### src/rtl/ram_access_arbiter.sv
// Two-port round-robin arbiter that sequences accesses to a single-port synchronous RAM.
// Each accepted request takes three cycles: accept (IDLE), drive the RAM (ISSUE), respond (RESP).
module ram_access_arbiter #(
    parameter int ADDR_W = 5,
    parameter int DATA_W = 32
) (
    input  logic              clk,
    input  logic              reset,
    input  logic              req0_valid,
    output logic              req0_ready,
    input  logic              req0_we,
    input  logic [ADDR_W-1:0] req0_addr,
    input  logic [DATA_W-1:0] req0_wdata,
    output logic              rsp0_valid,
    output logic [DATA_W-1:0] rsp0_rdata,
    input  logic              req1_valid,
    output logic              req1_ready,
    input  logic              req1_we,
    input  logic [ADDR_W-1:0] req1_addr,
    input  logic [DATA_W-1:0] req1_wdata,
    output logic              rsp1_valid,
    output logic [DATA_W-1:0] rsp1_rdata,
    output logic [DATA_W-1:0] ram_dataIN,
    output logic [ADDR_W-1:0] ram_address,
    output logic              ram_readWrite,
    input  logic [DATA_W-1:0] ram_dataOUT,
    output logic              busy,
    output logic [1:0]        fsm_state
);

    // Handshake: a request transfers on a cycle where reqN_valid && reqN_ready.
    // Requesters hold valid and fields stable until ready; responses cannot be stalled.
    typedef enum logic [1:0] {IDLE = 2'd0, ISSUE = 2'd1, RESP = 2'd2} state_t;

    state_t              state;
    state_t              state_nxt;
    logic                last_grant;
    logic                lat_id;
    logic                lat_we;
    logic [ADDR_W-1:0]   lat_addr;
    logic [DATA_W-1:0]   lat_wdata;
    logic                grant0;
    logic                grant1;

    // On contention, the port that did not win last time gets the grant.
    assign grant0 = req0_valid && (!req1_valid || last_grant);
    assign grant1 = req1_valid && (!req0_valid || !last_grant);

    assign busy        = (state != IDLE);
    assign fsm_state   = state;
    assign ram_address = lat_addr;
    assign ram_dataIN  = lat_wdata;

    always_comb begin
        state_nxt     = state;
        req0_ready    = 1'b0;
        req1_ready    = 1'b0;
        rsp0_valid    = 1'b0;
        rsp1_valid    = 1'b0;
        rsp0_rdata    = '0;
        rsp1_rdata    = '0;
        ram_readWrite = 1'b1;
        case (state)
            IDLE: begin
                req0_ready = grant0;
                req1_ready = grant1;
                if (grant0 || grant1) state_nxt = ISSUE;
            end
            ISSUE: begin
                ram_readWrite = ~lat_we;
                state_nxt     = RESP;
            end
            RESP: begin
                if (lat_id) begin
                    rsp1_valid = 1'b1;
                    rsp1_rdata = lat_we ? '0 : ram_dataOUT;
                end else begin
                    rsp0_valid = 1'b1;
                    rsp0_rdata = lat_we ? '0 : ram_dataOUT;
                end
                state_nxt = IDLE;
            end
            default: state_nxt = IDLE;
        endcase
        // Reset aborts any write being committed on this edge and hides in-flight responses.
        if (reset) begin
            ram_readWrite = 1'b1;
            req0_ready    = 1'b0;
            req1_ready    = 1'b0;
            rsp0_valid    = 1'b0;
            rsp1_valid    = 1'b0;
            rsp0_rdata    = '0;
            rsp1_rdata    = '0;
        end
    end

    always_ff @(posedge clk) begin
        if (reset) begin
            state      <= IDLE;
            last_grant <= 1'b1;
            lat_id     <= 1'b0;
            lat_we     <= 1'b0;
            lat_addr   <= '0;
            lat_wdata  <= '0;
        end else begin
            state <= state_nxt;
            if (state == IDLE && (grant0 || grant1)) begin
                lat_id     <= grant1;
                last_grant <= grant1;
                lat_we     <= grant1 ? req1_we    : req0_we;
                lat_addr   <= grant1 ? req1_addr  : req0_addr;
                lat_wdata  <= grant1 ? req1_wdata : req0_wdata;
            end
        end
    end

endmodule

### config.mk
export PLATFORM = sky130hd
export DESIGN_NAME = ram_access_arbiter
export DESIGN_NICKNAME = d
export VERILOG_FILES = /design/src/rtl/ram_access_arbiter.sv
export SDC_FILE = /design/constraint.sdc
export NUM_CORES = 1
export LEC_CHECK = 0
export CORE_MARGIN = 8
export CORE_UTILIZATION = 31
export CTS_CLUSTER_DIAMETER = 100
export DETAILED_ROUTE_END_ITERATION = 12
export GPL_TIMING_DRIVEN = 0
export PLACE_DENSITY = 0.81
export SLEW_MARGIN = 15
export SYNTH_ARGS = -nofsm -noshare
export SYNTH_HDL_FRONTEND = slang
export SYNTH_SLANG_ARGS = --single-unit
### constraint.sdc
create_clock -name clk -period 1.7 [get_ports clk]
set_input_delay 0.17 -clock clk [delete_from_list [all_inputs] [get_ports clk]]
set_output_delay 0.17 -clock clk [all_outputs]
set_load 0.01 [all_outputs]
Word-level counts from Yosys, hierarchy flattened --
Cells that the tools add are included.
Operators by class: equality and inequality tests 3, muxes and demuxes 24, bitwise operators 1, reduce and logical (&&, ||, !) cells 11
Operators by type and width (count):
- 32-bit two-way mux | 8
- 1-bit two-way mux | 13
- 5-bit two-way mux | 1
- 2-bit one-hot mux with 2 select lines | 1
- 1-bit logical AND | 3
- 1-bit logical NOT | 3
- 1-bit logical OR | 3
- 2-bit by 1-bit equality test with 1-bit output, second input constant | 1
- 2-bit equality test, second input constant | 1
- 2-bit logical NOT | 1
- 2-bit two-way mux | 1
- 2-bit by 1-bit != test with 1-bit output, second input constant | 1
- 2-bit nonzero test | 1
- 1-bit inverter | 1
Word-level totals: flip-flop bits (word level) 42

Longest topological paths before layout --
depth after elaboration 6, mapped depth 6, depth with buffers taken out 4

Worst setup path after synthesis --
No wires, ideal clock.
kind register -> output, from reg state[0], in the netlist fsm_state[0], to out rsp0_rdata[10], arrival time 1327 ps, required time 1530 ps, path slack 203 ps, stages on the path, launching flop included 5, buffers on the path 2, path through dfxtp_1 > or4b_1 > buf_2 > buf_6 > nor2_1
On the way: cells in the longest elaborated chain, start to end 3
Ends and longest elaborated chain:
- start, declared | RTL line 35 | state_t state;
- start signal, assigned | RTL line 106 | state <= state_nxt;
- 2-bit equality test | RTL line 63 | case (state)
- 32-bit two-way mux | RTL line 63
- 32-bit two-way mux | RTL line 86 | if (reset) begin
- end, declared | RTL line 15 | output logic [DATA_W-1:0] rsp0_rdata,
No other way between the ends.

Final worst setup path --
from reg state[0], in the netlist fsm_state[0], to out rsp0_rdata[3]
Same word-level chain as after synthesis.

==> results.cfg <==
[final_layout]
final_cells = 687
drive_gt1_frac = 0.257
synthToLayoutAreaGrowth_pct = 112
layout.filler_cells = 631
nNetsFinal = 696
finalInstanceArea_um2 = 5140

[floorplan]
initial_core_util = 0.317
dieArea_um2 = 10900
die_w_um = 104
die_h_um = 104
num_io_pins = 221
num_rows = 32
core_area_um2 = 7650

[detailed_routing]
vias = 3466
wl_met3_um = 1080
wl_met1_um = 4850
wl_met2_um = 6490
drc = 0
routed.top_layer = met4
via_per_inst = 5.05
ant_nets = 0
routedWlPerCell_um = 18.3
wl_um = 12500
drt_pass1_iterations = 4
drtIter0Drc = 120

[critical_path]
cp.buffers_inverters = 3
critPathCapture = rsp0_rdata[3]
setup.worst_path.start = fsm_state[0]
r2r_cells = 5
path_class = flop to primary output
rr_startpoint = fsm_state[1]
cp.arrival_ns = 1.71
critPathTopFamily = simple AND/OR/NAND/NOR gates
regToRegSetupSlack_ns = 0.15
worstReg2RegEnd = ram_address[2]
cp-end-kind = primary output
critPathMaxFanout = 5
critPathMaxStageDelay_ns = 0.54
worst-path-stages = 5
cp_cell_sequence = or4b_4 -> buf_6 -> buf_8 -> nor2_2 -> buf_2
slowest_stage = or4b_4
setup.worst_path.start_class = flop
worstPathRequired_ns = 1.53

[sta]
setup_ws_ns = -0.181
finClkSkew_ns = 0.00437
setup_tns_ns = -4.62
hold_ws_ns = 0.121
finalCritPeriodShare = 1.11
timing.fmax_mhz = 532
worst_slew_pin_slew_ns = 0.481
finalMaxSlewViolations = 0
rsz0062_at_grt = true
slew_headroom = 0.679
layout_min_cycle_time_ns = 1.88
finalHoldViolations = 0
setup_viol = 33

[grt]
grt_pass1_vias = 3556
antenna_found_initial = 1
grt_max_degree = 13
grt_usage = 0.216
grt_pass1_wl_um = 19400
overflow = 0

[clock_network]
tritoncts = done
clk_pin_slew_ns = 0.07
cts_root_buf = clkbuf_8
cts_sinks = 42
clkLatencyLatePin_ns = 0.29
cts_buffer_depth = 2
htreeDepth = 2
cts_hold_buffers = 0
cts_buffers = 5

[placed_design]
placed_area_um2 = 4740
place.gp.congestion = 0.891
dpl.cell_count = 669
hpwl_um = 9730
port_buffers = 219

[logic_synthesis]
yosysMostFrequentCell = nand2_1
synth_area_um2 = 2420
synth_area_leaders = dfxtp_1 35%, a311oi_1 14%, nand2_1 12%
synth.distinct_cells = 24
synth_top_area_share = 0.347
async_reset_ff_frac = 0
synth_nets = 460
ys_top_cells_by_count = 79 x nand2_1, 66 x nor2_1, 42 x dfxtp_1
synth-warning-count = 0
ys_seq_area_frac = 0.347
syn_avg_cell_area_um2 = 6.96
netlist.top_cell.by_area = dfxtp_1
synth_flop_cell = dfxtp_1
synth_edf_count = 0
ys_ff_latch = 42
netlist_instances = 348

[power]
p_per_area_nw_per_um2 = 588
finalPower_mw = 3.02
leakagePower_nw = 2.17
peakVddDrop_uv = 346

[outcome]
status = finished with violations
failed_checks = setup timing

[job]
maxCapViolCount = 0

[min_path]
min_path_type = primary input to flop
hold_start = reset
==> per-layer routing <==
layer  vias to the layer above  GRT usage
met2                       164      0.389
li1                       1665          -
met4                         0     0.0445
met1                      1627      0.240
met5                         -          0
met3                        10     0.0731
==> registers in the layout, summed over array words and instances, names as in the netlist <==
signal,count
fsm_state,2
last_grant,1
lat_id,1
lat_we,1
ram_address,5
ram_dataIN,32
==> where the power goes <==
group,internal (mW),total [mW],switching [mW]
clock,0.283,0.611,0.328
combinational,0.672,1.24,0.567
sequential,1.10,1.17,0.0697
total,2.05,3.02,0.964
==> final cells by class <==
type / instances / area [µm²] / share of cell area
sequential: 42 / 853 / 0.166
multi-input combinational: 267 / 1630 / 0.318
antenna: 1 / 2.50 / 0.000487
clock buffer: 7 / 76.3 / 0.0149
timing repair buffer: 232 / 2180 / 0.425
tap: 102 / 128 / 0.0248
inverter: 3 / 11.3 / 0.00219
buffer: 33 / 248 / 0.0482
==> worst min-delay path by stage <==
stage / endpoint / slack, ns / cells past startpoint
2_1_floorplan: ram_address[3] / 0.32 / 2
3_3_place_gp: ram_dataIN[0] / 0.40 / 2
3_5_place_dp: ram_dataIN[0] / 0.40 / 2
4_1_cts: ram_dataIN[0] / 0.1 / 2
5_1_grt: fsm_state[1] / 0.12 / 2
6_report: ram_dataIN[0] / 0.12 / 2
==> through the flow <==
step	utilization	setup WS (ns)
after CTS	0.624	-0.188
final	0.672	-0.181
after global placement	0.620	-0.399
after floorplan	-	0.203
after detailed placement	0.620	-0.402
after global routing	0.672	-0.236
==> worst reg2reg max path, cell delays in order, from the launching register on <==
cell	delay, ns
dfxtp_4	0.37
buf_4	0.14
nor2_4	0.15
clkbuf_1	0.39
a21oi_1	0.15
a311oi_1	0.26
==> what timing repair did <==
item	in CTS	in global routing
resized for setup	215	141
buffers inserted	1	8
setup endpoints to repair	69	84
endpoints found under the hold margin	0	0
gates cloned	4	0
pin swaps	8	25
==> placed cells by master, fill, tap and decap left out, types with 2 or more instances in the layout <==
cell             synthesis  final
nand2_1                 79     79
inv_2                    1      2
nor2_1                  66     33
dlymetal6s2s_1           0      2
a21oi_1                 39     39
clkbuf_1                15      8
dlygate4sd2_1            0     13
a311oi_1                38     38
nand2b_1                32     30
dfxtp_4                  0      3
dfxtp_1                 42     38
buf_2                   14     21
buf_4                    3     12
clkdlybuf4s50_1          0    149
clkbuf_2                 0     23
buf_6                    4     29
buf_8                    0      8
nor2_2                   1     11
nor2_4                   0     23
clkbuf_8                 0      6
==> cells by family after synthesis <==
kind of cell / Yosys count / synth area share
buffers and inverters: 39 / 0.0848
and+or+nand+nor: 186 / 0.335
AOI/OAI and AO/OA: 81 / 0.233
DFF: 42 / 0.347
Power figures use the tool's default switching activity.
